$ cat src/rtl/fetch_ctrl.sv
// fetch_ctrl: instruction fetch controller with a small prefetch queue.
//
// Fetches one word per cycle from a combinational instruction memory into a
// DEPTH-entry FIFO of {pc, instruction}. The consumer drains the head with a
// valid/ready handshake. A redirect flushes the queue and restarts fetch at
// the word-aligned target.
//
// Optional feature macro: FETCH_BOUNDS_CHECK_EN
//   When defined, fetch stops (fault=1) instead of reading past MEM_BYTES.
//   Entries already queued still drain. Only a redirect or reset clears the fault.
//   When undefined, fault is tied low and fetch_pc wraps modulo 2^32.
//
// Parameters:
//   RESET_PC    first fetch address after reset
//   DEPTH       prefetch queue entries (2..8)
//   MEM_BYTES   instruction memory size in bytes
//
// Ports:
//   clk, rst_n        clock, asynchronous active-low reset
//   imem_addr   out   byte address to instruction memory (= fetch_pc)
//   imem_data   in    instruction word for imem_addr, same cycle
//   ins_valid   out   queue head holds a valid instruction
//   ins_ready   in    consumer accepts head this cycle
//   ins_out     out   instruction at queue head (0 when empty)
//   ins_pc      out   byte address of ins_out (0 when empty)
//   redirect    in    flush queue and refetch from redirect_pc
//   redirect_pc in    new fetch target (low two bits ignored)
//   fault       out   fetch stopped on out-of-range address
module fetch_ctrl #(
    parameter logic [31:0] RESET_PC  = 32'h0000_0000,
    parameter int unsigned DEPTH     = 2,
    parameter int unsigned MEM_BYTES = 400
) (
    input  logic        clk,
    input  logic        rst_n,
    output logic [31:0] imem_addr,
    input  logic [31:0] imem_data,
    output logic        ins_valid,
    input  logic        ins_ready,
    output logic [31:0] ins_out,
    output logic [31:0] ins_pc,
    input  logic        redirect,
    input  logic [31:0] redirect_pc,
    output logic        fault
);

    localparam int unsigned PTR_W = (DEPTH > 1) ? $clog2(DEPTH) : 1;
    localparam int unsigned CNT_W = $clog2(DEPTH + 1);

`ifdef FETCH_BOUNDS_CHECK_EN
    localparam bit BOUNDS_EN = 1'b1;
`else
    localparam bit BOUNDS_EN = 1'b0;
`endif

    typedef enum logic {
        ST_FETCH = 1'b0,
        ST_FAULT = 1'b1
    } state_t;

    state_t             state;
    logic [31:0]        fetch_pc;
    logic [PTR_W-1:0]   wr_ptr;
    logic [PTR_W-1:0]   rd_ptr;
    logic [CNT_W-1:0]   count;
    logic [31:0]        pc_mem  [DEPTH];
    logic [31:0]        ins_mem [DEPTH];

    logic               pop;
    logic               push_slot;
    logic               out_of_range;
    logic               push;
    logic               enter_fault;
    logic               unused_redir_lsbs;

    // Pointer advance with wrap for non-power-of-two depths
    function automatic logic [PTR_W-1:0] ptr_inc(input logic [PTR_W-1:0] p);
        return (p == PTR_W'(DEPTH - 1)) ? '0 : p + PTR_W'(1);
    endfunction

    assign unused_redir_lsbs = ^redirect_pc[1:0];

    // Handshake and push qualification; redirect overrides both
    assign pop          = ins_valid && ins_ready && !redirect;
    assign push_slot    = (state == ST_FETCH) && !redirect &&
                          ((count < CNT_W'(DEPTH)) || pop);
    // 33-bit compare so a pc near 2^32 cannot wrap into range
    assign out_of_range = ({1'b0, fetch_pc} + 33'd4) > 33'(MEM_BYTES);
    assign enter_fault  = BOUNDS_EN && push_slot && out_of_range;
    assign push         = push_slot && !enter_fault;

    // Control state: pc, pointers, occupancy, fetch/fault state
    always_ff @(posedge clk or negedge rst_n) begin
        if (!rst_n) begin
            state    <= ST_FETCH;
            fetch_pc <= RESET_PC;
            wr_ptr   <= '0;
            rd_ptr   <= '0;
            count    <= '0;
        end else if (redirect) begin
            state    <= ST_FETCH;
            fetch_pc <= {redirect_pc[31:2], 2'b00};
            wr_ptr   <= '0;
            rd_ptr   <= '0;
            count    <= '0;
        end else begin
            if (enter_fault) begin
                state <= ST_FAULT;
            end
            if (push) begin
                fetch_pc <= fetch_pc + 32'd4;
                wr_ptr   <= ptr_inc(wr_ptr);
            end
            if (pop) begin
                rd_ptr <= ptr_inc(rd_ptr);
            end
            case ({push, pop})
                2'b10:   count <= count + CNT_W'(1);
                2'b01:   count <= count - CNT_W'(1);
                default: count <= count;
            endcase
        end
    end

    // Queue storage; no reset needed since occupancy gates visibility
    always_ff @(posedge clk) begin
        if (push) begin
            pc_mem[wr_ptr]  <= fetch_pc;
            ins_mem[wr_ptr] <= imem_data;
        end
    end

    assign imem_addr = fetch_pc;
    assign ins_valid = (count != '0);
    assign ins_out   = ins_valid ? ins_mem[rd_ptr] : 32'd0;
    assign ins_pc    = ins_valid ? pc_mem[rd_ptr]  : 32'd0;
    assign fault     = BOUNDS_EN && (state == ST_FAULT);

endmodule

$ cat config.mk
export PLATFORM = sky130hd
export DESIGN_NAME = fetch_ctrl
export DESIGN_NICKNAME = d
export VERILOG_FILES = /design/src/rtl/fetch_ctrl.sv
export SDC_FILE = /design/constraint.sdc
export NUM_CORES = 1
export LEC_CHECK = 0
export ABC_CLOCK_PERIOD_IN_PS = 11400
export BUFFER_PORTS_ARGS = -buffer_cell sky130_fd_sc_hd__buf_2
export CAP_MARGIN = 20
export CORE_ASPECT_RATIO = 1.5
export CORE_MARGIN = 5
export CORE_UTILIZATION = 57
export CTS_CLUSTER_DIAMETER = 200
export CTS_CLUSTER_SIZE = 14
export DETAILED_ROUTE_END_ITERATION = 16
export HOLD_SLACK_MARGIN = 0.03
export PLACE_DENSITY = 0.85
export SLEW_MARGIN = 25
export SYNTH_ARGS = -nofsm -noshare
export SYNTH_HDL_FRONTEND = slang
export SYNTH_SLANG_ARGS = --single-unit
$ cat constraint.sdc
create_clock -name clk -period 11.4 [get_ports clk]
set_input_delay 2.28 -clock clk [delete_from_list [all_inputs] [get_ports clk]]
set_output_delay 2.28 -clock clk [all_outputs]
set_load 0.005 [all_outputs]
Word-level counts from Yosys, hierarchy flattened --
Memory sizes are Yosys's and may differ from the RTL's. Cells that the tools add are included.
Cells by class: div/mod/pow operators 0, mux-type cells 14, add/subtract/negate cells 5, shifts and indexed selects 0, eq/ne operators 2, reductions and logical operators 9, $mul 0, $lt $le $gt $ge 1, bitwise logic cells 0
Operator list (number):
- $mux 32 | 4
- $add 32x3->32 const B | 1
- $mux 1 | 8
- $reduce_bool 2->1 | 3
- $pmux 2 s2 | 1
- $logic_and 1x1->1 | 3
- $reduce_bool 3->1 | 1
- $add 1x1->1 const B | 2
- $add 2x1->2 const B | 1
- $eq 2x1->1 const B | 1
- $eq 2x2->1 const B | 1
- $lt 2x2->1 const B | 1
- $mux 2 | 1
- $sub 2x1->2 const B | 1
- $logic_not 1->1 | 1
- $logic_or 1x1->1 | 1
Storage, ports and cells: RAM bits 128, register bits 36, latch bits 0, ROM bits 0, logic and storage cells 37, memories 2, output and inout port bits 98, input bits 68
Memory list:
- ins_mem | words 2, width 32, read ports 1, clocked after memory_dff 0, write ports 1, RTL line 67 | logic [31:0] ins_mem [DEPTH];
- pc_mem | words 2, width 32, read ports 1, clocked after memory_dff 0, write ports 1, RTL line 66 | logic [31:0] pc_mem [DEPTH];

Depth between registers and ports, before layout --
Gate-level depths: netlist of run 1.
depth in word-level cells 8, depth in mapped cells 6, depth with buffers taken out 5

Least setup slack after synthesis of run 1 --
No wires, ideal clock.
kind input to register, from input port redirect, to memory ins_mem[0][0], enable pin, stages 3, required time 10.826 ns, path slack 3.607 ns, data arrival time 7.219 ns, path buffers 2, library setup time 0.574 ns, cell sequence buf_2 -> clkbuf_1 -> a211oi_1
On the way: word-level cells in the longest chain between the ends 6
RTL lines:
- start, declared | RTL line 42 | input logic redirect,
- $logic_not 1->1 * | RTL line 84, 85
- $logic_and 1x1->1 | RTL line 84 | assign pop = ins_valid && ins_ready && !redirect;
- $logic_or 1x1->1 | RTL line 86 | ((count < CNT_W'(DEPTH)) || pop);
- $logic_and 1x1->1 * | RTL line 85 | assign push_slot = (state == ST_FETCH) && !redirect &&
- $mux 1 * | RTL line 127 | if (push) begin
- $mux 1 (not written as such) * | RTL line 129 | ins_mem[wr_ptr] <= imem_data;
- end, declared | RTL line 67
Every way passes the cells marked *; elsewhere a longest branch is shown, timed or not.

Final worst setup path of run 1 --
from register count[1], to output port ins_pc[20]
On the way: word-level cells in the longest chain between the ends 2
RTL lines:
- start, declared | RTL line 65 | logic [CNT_W-1:0] count;
- start signal, assigned | RTL line 118 | 2'b10: count <= count + CNT_W'(1);
- start signal, assigned | RTL line 119 | 2'b01: count <= count - CNT_W'(1);
- start signal, assigned | RTL line 120 | default: count <= count;
- $reduce_bool 2->1 | RTL line 134 | assign ins_valid = (count != '0);
- $mux 32 | RTL line 136 | assign ins_pc = ins_valid ? pc_mem[rd_ptr] : 32'd0;
- end, declared | RTL line 41 | output logic [31:0] ins_pc,
Every way passes these cells.

==> impl_metrics.csv, run 1 <==
group,metric,value,unit
grt,grt_overflow,0,
placed_design,port_buffers,158,
setup_path,critPathLaunch,"count[1]",
final_layout,layout.nets,712,
min_path,hold_class,"reg -> reg",
setup_path,crit_type,"reg -> out",
sta,min_period,4610,ps
final_layout,syn_to_final_growth,23.1,%
setup_path,path_max_fanout,45,
sta,setup_slack,6790,ps
die,die_w,98.0,microns
min_path,min_path_cells,0,
setup_path,rrSetupSlack,9010,ps
yosys,synthFlopType,"edfxtp_1",
yosys,async_flop_share,21.5,%
min_path,hold_path_end,"pc_mem[1][31]",
routing,vias_per_cell,5.52,
grt,grt_max_degree,64,
die,die-area,0.0139,sq mm
clocking,cts.sinks,158,
die,initial_core_util,57.7,%
final_layout,final_cell_mix,"buf_2 (158), edfxtp_1 (124), nor2_1 (82)",
sta,relSlewSlack,45.3,%
grt,grt_pass1_vias,4363,
clocking,ctsResizeCount,0,
final_layout,n_antenna_cell,0,
setup_path,reg2reg_depth,4,
final_layout,drive_above_1_share,30.5,%
power_and_ir_drop,p_total,1.45,mW
yosys,syn_area,0.00662,sq mm
placed_design,gp_congestion,0.845,
sta,setup_viol,0,
sta,min_period_over_period,40.4,%
sta,finalSetupTns,0,ps
sta,drv_slew,0,
setup_path,r2r-start,"imem_addr[11]",
clocking,postCtsHoldBufs,0,
placed_design,dp_slack,6950,ps
clocking,clockBufferDepth,2,
power_and_ir_drop,ir_worst_vdd,0.131,mV
power_and_ir_drop,powerDensity,178,mW/mm^2
routing,drt_iter0_markers,188,
yosys,yosys_warnings,0,
power_and_ir_drop,leakage,3.20,nW
sta,rsz0062_at_grt,"false",
grt,grt_first_pass_wirelength,21700,microns
setup_path,arrival,2330,ps
setup_path,cp-start-kind,"flop",
yosys,yosysUniqueCellTypes,39,
routing,wl_per_cell,17.2,microns
setup_path,critPathRequiredTime,9120,ps
final_layout,mostFrequentLayoutCell,"buf_2",
placed_design,dp_hpwl,9220,microns
setup_path,end_kind,"output pin",
grt,grt_use_total,20.1,%
clocking,cts_buffers,17,
yosys,syn_inst,490,
sta,skew,7.43,ps
yosys,seq_area_frac_synth,69.1,%
clocking,postCtsSetupRepairBufs,0,
clocking,htreeDepth,4,
clocking,cts.clk_slew.worst_paths,60,ps
yosys,avgSynthCellArea,13.5,sq um
die,io_pins,166,
routing,drt.antenna.violating_nets,0,
routing,vias,4450,
min_path,min_from,"imem_addr[31]",
clocking,cts_tree,"built",
yosys,ys_ff_latch,158,
run_status,status,"finished clean",
clocking,clock-root-buffer,"clkbuf_16",
routing,drc,0,
sta,fmax,0.217,GHz
die,num_rows,48,
setup_path,r2r_end,"imem_addr[27]",
die,fp.dieH,142,microns
yosys,synth_edf_count,124,
grt,antenna_found_initial,0,
clocking,clkLatencyLatePin,400,ps
sta,whs,565,ps
routing,drtPass1Iterations,4,
routing,drt-total-wl,13800,microns
sta,final_hold_viol_count,0,
run,drv_cap,0,
sta,worst_pin_slew,820,ps
die,core_area,0.0115,sq mm
==> flip-flops by register name (all words and copies together) (netlist names) <==
register,flops
wr_ptr,1
imem_addr,30
ins_mem,64
rd_ptr,1
pc_mem,60
count,2
==> critical path: stages, from the launching register on <==
cell and delay (ps):
dfrtp_1 620, nor2_4 460, buf_4 490, nor2_1 160
buf_2 160
==> kinds of logic (layout without fill, tap and decap cells) <==
family / after synthesis / in the layout / share of synthesized area, %
AO/OA/AOI/OAI: 62 / 62 / 6.27
multiplexers: 63 / 63 / 9.52
other: 1 / 5 / 0.0566
adder cells (fa/ha/maj): 1 / 1 / 0.189
AND/OR/NAND/NOR: 152 / 152 / 10.7
flip-flops: 158 / 158 / 69.1
buffers and inverters: 42 / 204 / 2.72
XOR/XNOR: 11 / 11 / 1.45
==> per-stage QoR <==
step	cells	area [sq um]	utilization [%]
2_1_floorplan	494	6640	-
3_3_place_gp	773	7520	65.6
3_5_place_dp	773	7520	65.6
4_1_cts	805	8130	70.9
5_1_grt	806	8160	71.1
6_report	806	8160	71.1
==> synth_stat cells, types with 2 or more instances <==
cell type	instances	area [sq um]
a2111o_1	2	22.5
a211o_1	2	17.5
a211oi_1	5	37.5
a21oi_1	5	25.0
a31oi_1	16	100
and3_1	6	37.5
buf_2	3	15.0
buf_4	5	37.5
clkbuf_1	23	86.3
dfrtp_1	34	851
edfxtp_1	124	3720
inv_1	9	33.8
mux2i_1	63	631
nand2_1	20	75.1
nand3_1	13	65.1
nand4_1	9	56.3
nor2_1	83	312
o21ai_0	5	25.0
o21ai_1	11	55.1
o31ai_1	10	75.1
or3_1	5	31.3
or4_1	11	82.6
xnor2_1	10	87.6
==> routing by layer <==
| metal | GRT usage, % | part of all wire [%] | vias to the layer above |
|---|---|---|---|
| met4 | 9.48 | 2.9 | 0 |
| li1 | - | - | 2128 |
| met5 | 0 | 0 | - |
| met1 | 24.2 | 37 | 2137 |
| met3 | 4.27 | 5.5 | 30 |
| met2 | 34.5 | 54 | 155 |
==> power breakdown <==
| part | internal (mW) | total [mW] | leakage, nW | switching (mW) |
|---|---|---|---|---|
| logic | 0.0771 | 0.173 | 1.36 | 0.0962 |
| clock network | 0.352 | 0.563 | 0.283 | 0.211 |
| registers | 0.677 | 0.714 | 1.55 | 0.0368 |
==> final cells by class <==
| class | instances | area (sq um) |
|---|---|---|
| Sequential cell | 158 | 4580 |
| Fill cell | 770 | 3320 |
| Multi-Input combinational cell | 294 | 1900 |
| Timing Repair Buffer | 162 | 841 |
| Clock buffer | 23 | 499 |
| Tap cell | 150 | 188 |
| Clock inverter | 9 | 108 |
| Inverter | 10 | 37.5 |
==> worst max-delay path by stage <==
stage	endpoint	slack, ps	cells past startpoint
after floorplan	ins_mem[0][0]	3610	3
after global placement	ins_mem[1][2]	7020	4
after CTS	ins_valid	6730	4
after global routing	ins_valid	6580	4
final	ins_pc[20]	6790	4
after detailed placement	ins_mem[1][2]	6950	4
No activity file was read; power rests on OpenSTA's default activity.
==> inputs of run 2 (changes only) <==
--- a/config.mk
+++ b/config.mk
@@ -5,17 +5,18 @@
 export SDC_FILE = /design/constraint.sdc
 export NUM_CORES = 1
 export LEC_CHECK = 0
-export ABC_CLOCK_PERIOD_IN_PS = 11400
+export ABC_AREA = 1
+export ABC_CLOCK_PERIOD_IN_PS = 4200
 export BUFFER_PORTS_ARGS = -buffer_cell sky130_fd_sc_hd__buf_2
 export CAP_MARGIN = 20
 export CORE_ASPECT_RATIO = 1.5
 export CORE_MARGIN = 5
-export CORE_UTILIZATION = 57
+export CORE_UTILIZATION = 49
 export CTS_CLUSTER_DIAMETER = 200
 export CTS_CLUSTER_SIZE = 14
 export DETAILED_ROUTE_END_ITERATION = 16
 export HOLD_SLACK_MARGIN = 0.03
-export PLACE_DENSITY = 0.85
+export PLACE_DENSITY = 0.77
 export SLEW_MARGIN = 25
 export SYNTH_ARGS = -nofsm -noshare
 export SYNTH_HDL_FRONTEND = slang
==> constraint.sdc (replaced) <==
create_clock -name clk -period 4.2 [get_ports clk]
set_input_delay 0.84 -clock clk [delete_from_list [all_inputs] [get_ports clk]]
set_output_delay 0.84 -clock clk [all_outputs]
set_load 0.005 [all_outputs]
==> run 2 against run 1 <==
  * Die area increased by 22%
  * Core utilization shrank 9.8 points
  * Via count up 26%
  * Largest cell class unchanged
  * Setup slack got worse by 5500 ps
  * Clock-buffer cell count decreased by 4
  * Critical path depth did not move
  * Critical endpoint is now ins_out[28]
  * Area after synthesis rose by 6.9%
  * Sequential power rose to 2.7 times the previous value
  * Global-route usage rose by 0.78 points
  * Sequential cell count unchanged
  * Combinational power grew to 3.2 times the previous value
==> impl_metrics.csv, run 2 <==
group,metric,value,unit
sta,min_period_over_period,70.4,%
sta,setup_slack,1240,ps
yosys,yosysUniqueCellTypes,31,
clocking,htreeDepth,4,
yosys,yosys_warnings,0,
yosys,synthTopCellsByCount,"nand2_1 (263), edfxtp_1 (124), a21oi_1 (67)",
sta,finalSetupTns,0,ps
die,io_pins,166,
die,core_area,0.0141,sq mm
yosys,syn_area,0.00708,sq mm
routing,wl_per_cell,15.9,microns
sta,worst_pin_slew,809,ps
power_and_ir_drop,ir_worst_vdd,0.253,mV
routing,drt.antenna.violating_nets,0,
placed_design,placed_cells,1060,
clocking,postCtsHoldBufs,0,
grt,grt_pass1_vias,5579,
final_layout,stdcell_area,0.00866,sq mm
final_layout,syn_to_final_growth,22.4,%
die,num_rows,53,
sta,min_period,2960,ps
clocking,clock-root-buffer,"clkbuf_16",
yosys,avgSynthCellArea,9.64,sq um
min_path,hold_class,"in -> async",
yosys,yosysMostFrequentCell,"nand2_1",
die,initial_core_util,50.1,%
final_layout,largest_reg_flops,64,
setup_path,crit_buf_inv,2,
yosys,synth_top_area_share,52.6,%
grt,grt_max_degree,64,
setup_path,critPathTopFamily,"buffers and inverters",
final_layout,layout.nets,956,
run_status,status,"finished clean",
setup_path,cp-start-kind,"flop",
power_and_ir_drop,powerDensity,464,mW/mm^2
die,die-area,0.0170,sq mm
setup_path,cp_slowest_cell,"nor2_4",
clocking,postCtsSetupRepairBufs,0,
routing,dr_wl_met2,9280,microns
routing,drt_iter0_markers,428,
clocking,ctsResizeCount,0,
routing,drtPass1Iterations,7,
final_layout,drive_above_1_share,24.3,%
routing,drc,0,
power_and_ir_drop,leakage,3.74,nW
sta,relSlewSlack,46.0,%
routing,maxUsedRoutingLayer,"met4",
yosys,synth_edf_count,124,
yosys,seq_area_frac_synth,64.6,%
grt,grt_first_pass_wirelength,27400,microns
routing,vias_per_cell,5.14,
final_layout,final_cell_mix,"nand2_1 (263), buf_2 (158), edfxtp_1 (124)",
setup_path,slowest_delay,510,ps
routing,wl_met3,1100,microns
setup_path,crit_chain,"nor2_4 > buf_4 > a21oi_1 > buf_2",
sta,fmax,0.338,GHz
sta,setup_viol,0,
grt,grt_overflow,0,
setup_path,path_max_fanout,40,
run,drv_cap,0,
final_layout,ff_latch_area,0.00458,sq mm
grt,antenna_found_initial,0,
placed_design,placed_cell_area,0.00806,sq mm
routing,vias,5612,
final_layout,fin_util,61.3,%
setup_path,crit_type,"reg -> out",
yosys,synth_area_leaders,"edfxtp_1 (53%), nand2_1 (14%), dfrtp_1 (12%)",
sta,final_hold_viol_count,0,
routing,drt-total-wl,17400,microns
clocking,cts.sinks,158,
final_layout,final_cells,1092,
yosys,synth.largest_area_cell,"edfxtp_1",
sta,skew,10.6,ps
setup_path,end_kind,"output pin",
grt,grt_use_total,20.9,%
setup_path,critPathRequiredTime,3360,ps
yosys,async_flop_share,21.5,%
placed_design,dp_slack,1290,ps
final_layout,multiInputGateArea,0.00218,sq mm
clocking,clockBufferDepth,2,
yosys,syn_inst,734,
yosys,synthFlopType,"edfxtp_1",
die,die_w,108,microns
sta,rsz0062_at_grt,"false",
placed_design,port_buffers,158,
placed_design,dp_hpwl,11600,microns
die,fp.dieH,157,microns
clocking,cts_buffers,17,
routing,wl_met1,6570,microns
clocking,clkLatencyLatePin,410,ps
sta,drv_slew,0,
placed_design,gp_congestion,0.900,
final_layout,n_antenna_cell,0,
final_layout,top_register,"ins_mem",
clocking,cts_tree,"built",
yosys,ys_ff_latch,158,
final_layout,mostFrequentLayoutCell,"nand2_1",
clocking,cts.clk_slew.worst_paths,60,ps
final_layout,nFillCells,1174,
setup_path,arrival,2120,ps
==> run 2: power by group <==
part           total (mW)  internal [mW]  switching, mW
logic               0.549          0.204          0.344
clock network        1.53          0.906          0.619
registers            1.95           1.85          0.103
total                4.02           2.96           1.07
==> run 2: worst register-to-register path, cell delays in order (launching register included) <==
cell and delay, ps:
dfrtp_1 430, a21boi_4 190, nor2_1 330, nand2_1 130
inv_2 430, buf_12 260
==> run 2: through the flow <==
| step | hold slack, ps | power, mW |
|---|---|---|
| after floorplan | 507 | 2.26 |
| after global placement | 529 | 2.52 |
| after detailed placement | 536 | 2.53 |
| after CTS | 531 | 4.05 |
| after global routing | 564 | 4.20 |
| final | 514 | 4.02 |
==> run 2: final timing paths <==
kind | startpoint | endpoint | slack, ps | cells after the start
worst max-delay path | count[0] | ins_out[28] | 1240 | 4
worst min-delay path | rst_n | imem_addr[20] | 510 | 1
worst max register to register | count[1] | pc_mem[0][9] | 2130 | 5
worst min register to register | imem_addr[5] | pc_mem[1][5] | 560 | 0
max in group asynchronous | rst_n | rd_ptr | 3120 | 1
min in group clk | imem_addr[5] | pc_mem[1][5] | 560 | 0
==> run 2: kinds of logic (layout without fill, tap and decap cells) <==
kind of cell / Yosys count / in the layout / share of synthesized area (%)
other: 1 / 5 / 0.0530
adder cells (fa/ha/maj): 1 / 1 / 0.177
buffers and inverters: 85 / 247 / 5.00
flip-flops: 158 / 158 / 64.6
XOR/XNOR: 4 / 4 / 0.495
AO/OA/AOI/OAI: 105 / 105 / 7.95
AND/OR/NAND/NOR: 380 / 380 / 21.7
==> run 2: final cells by class <==
| cell class | instances | share of cell area [%] |
|---|---|---|
| clock inverters | 13 | 1.79 |
| inverters | 51 | 2.24 |
| repair buffers | 164 | 10.1 |
| flip-flops and latches | 158 | 52.8 |
| multi-input cells | 495 | 25.2 |
| clock buffers | 19 | 5.11 |
| well taps | 192 | 2.77 |
==> run 2: per-layer routing <==
layer / track usage (%) / up-vias
met5: 0 / -
met4: 7.94 / 0
met3: 3.36 / 28
met2: 38.8 / 210
met1: 23.8 / 2626
li1: - / 2748
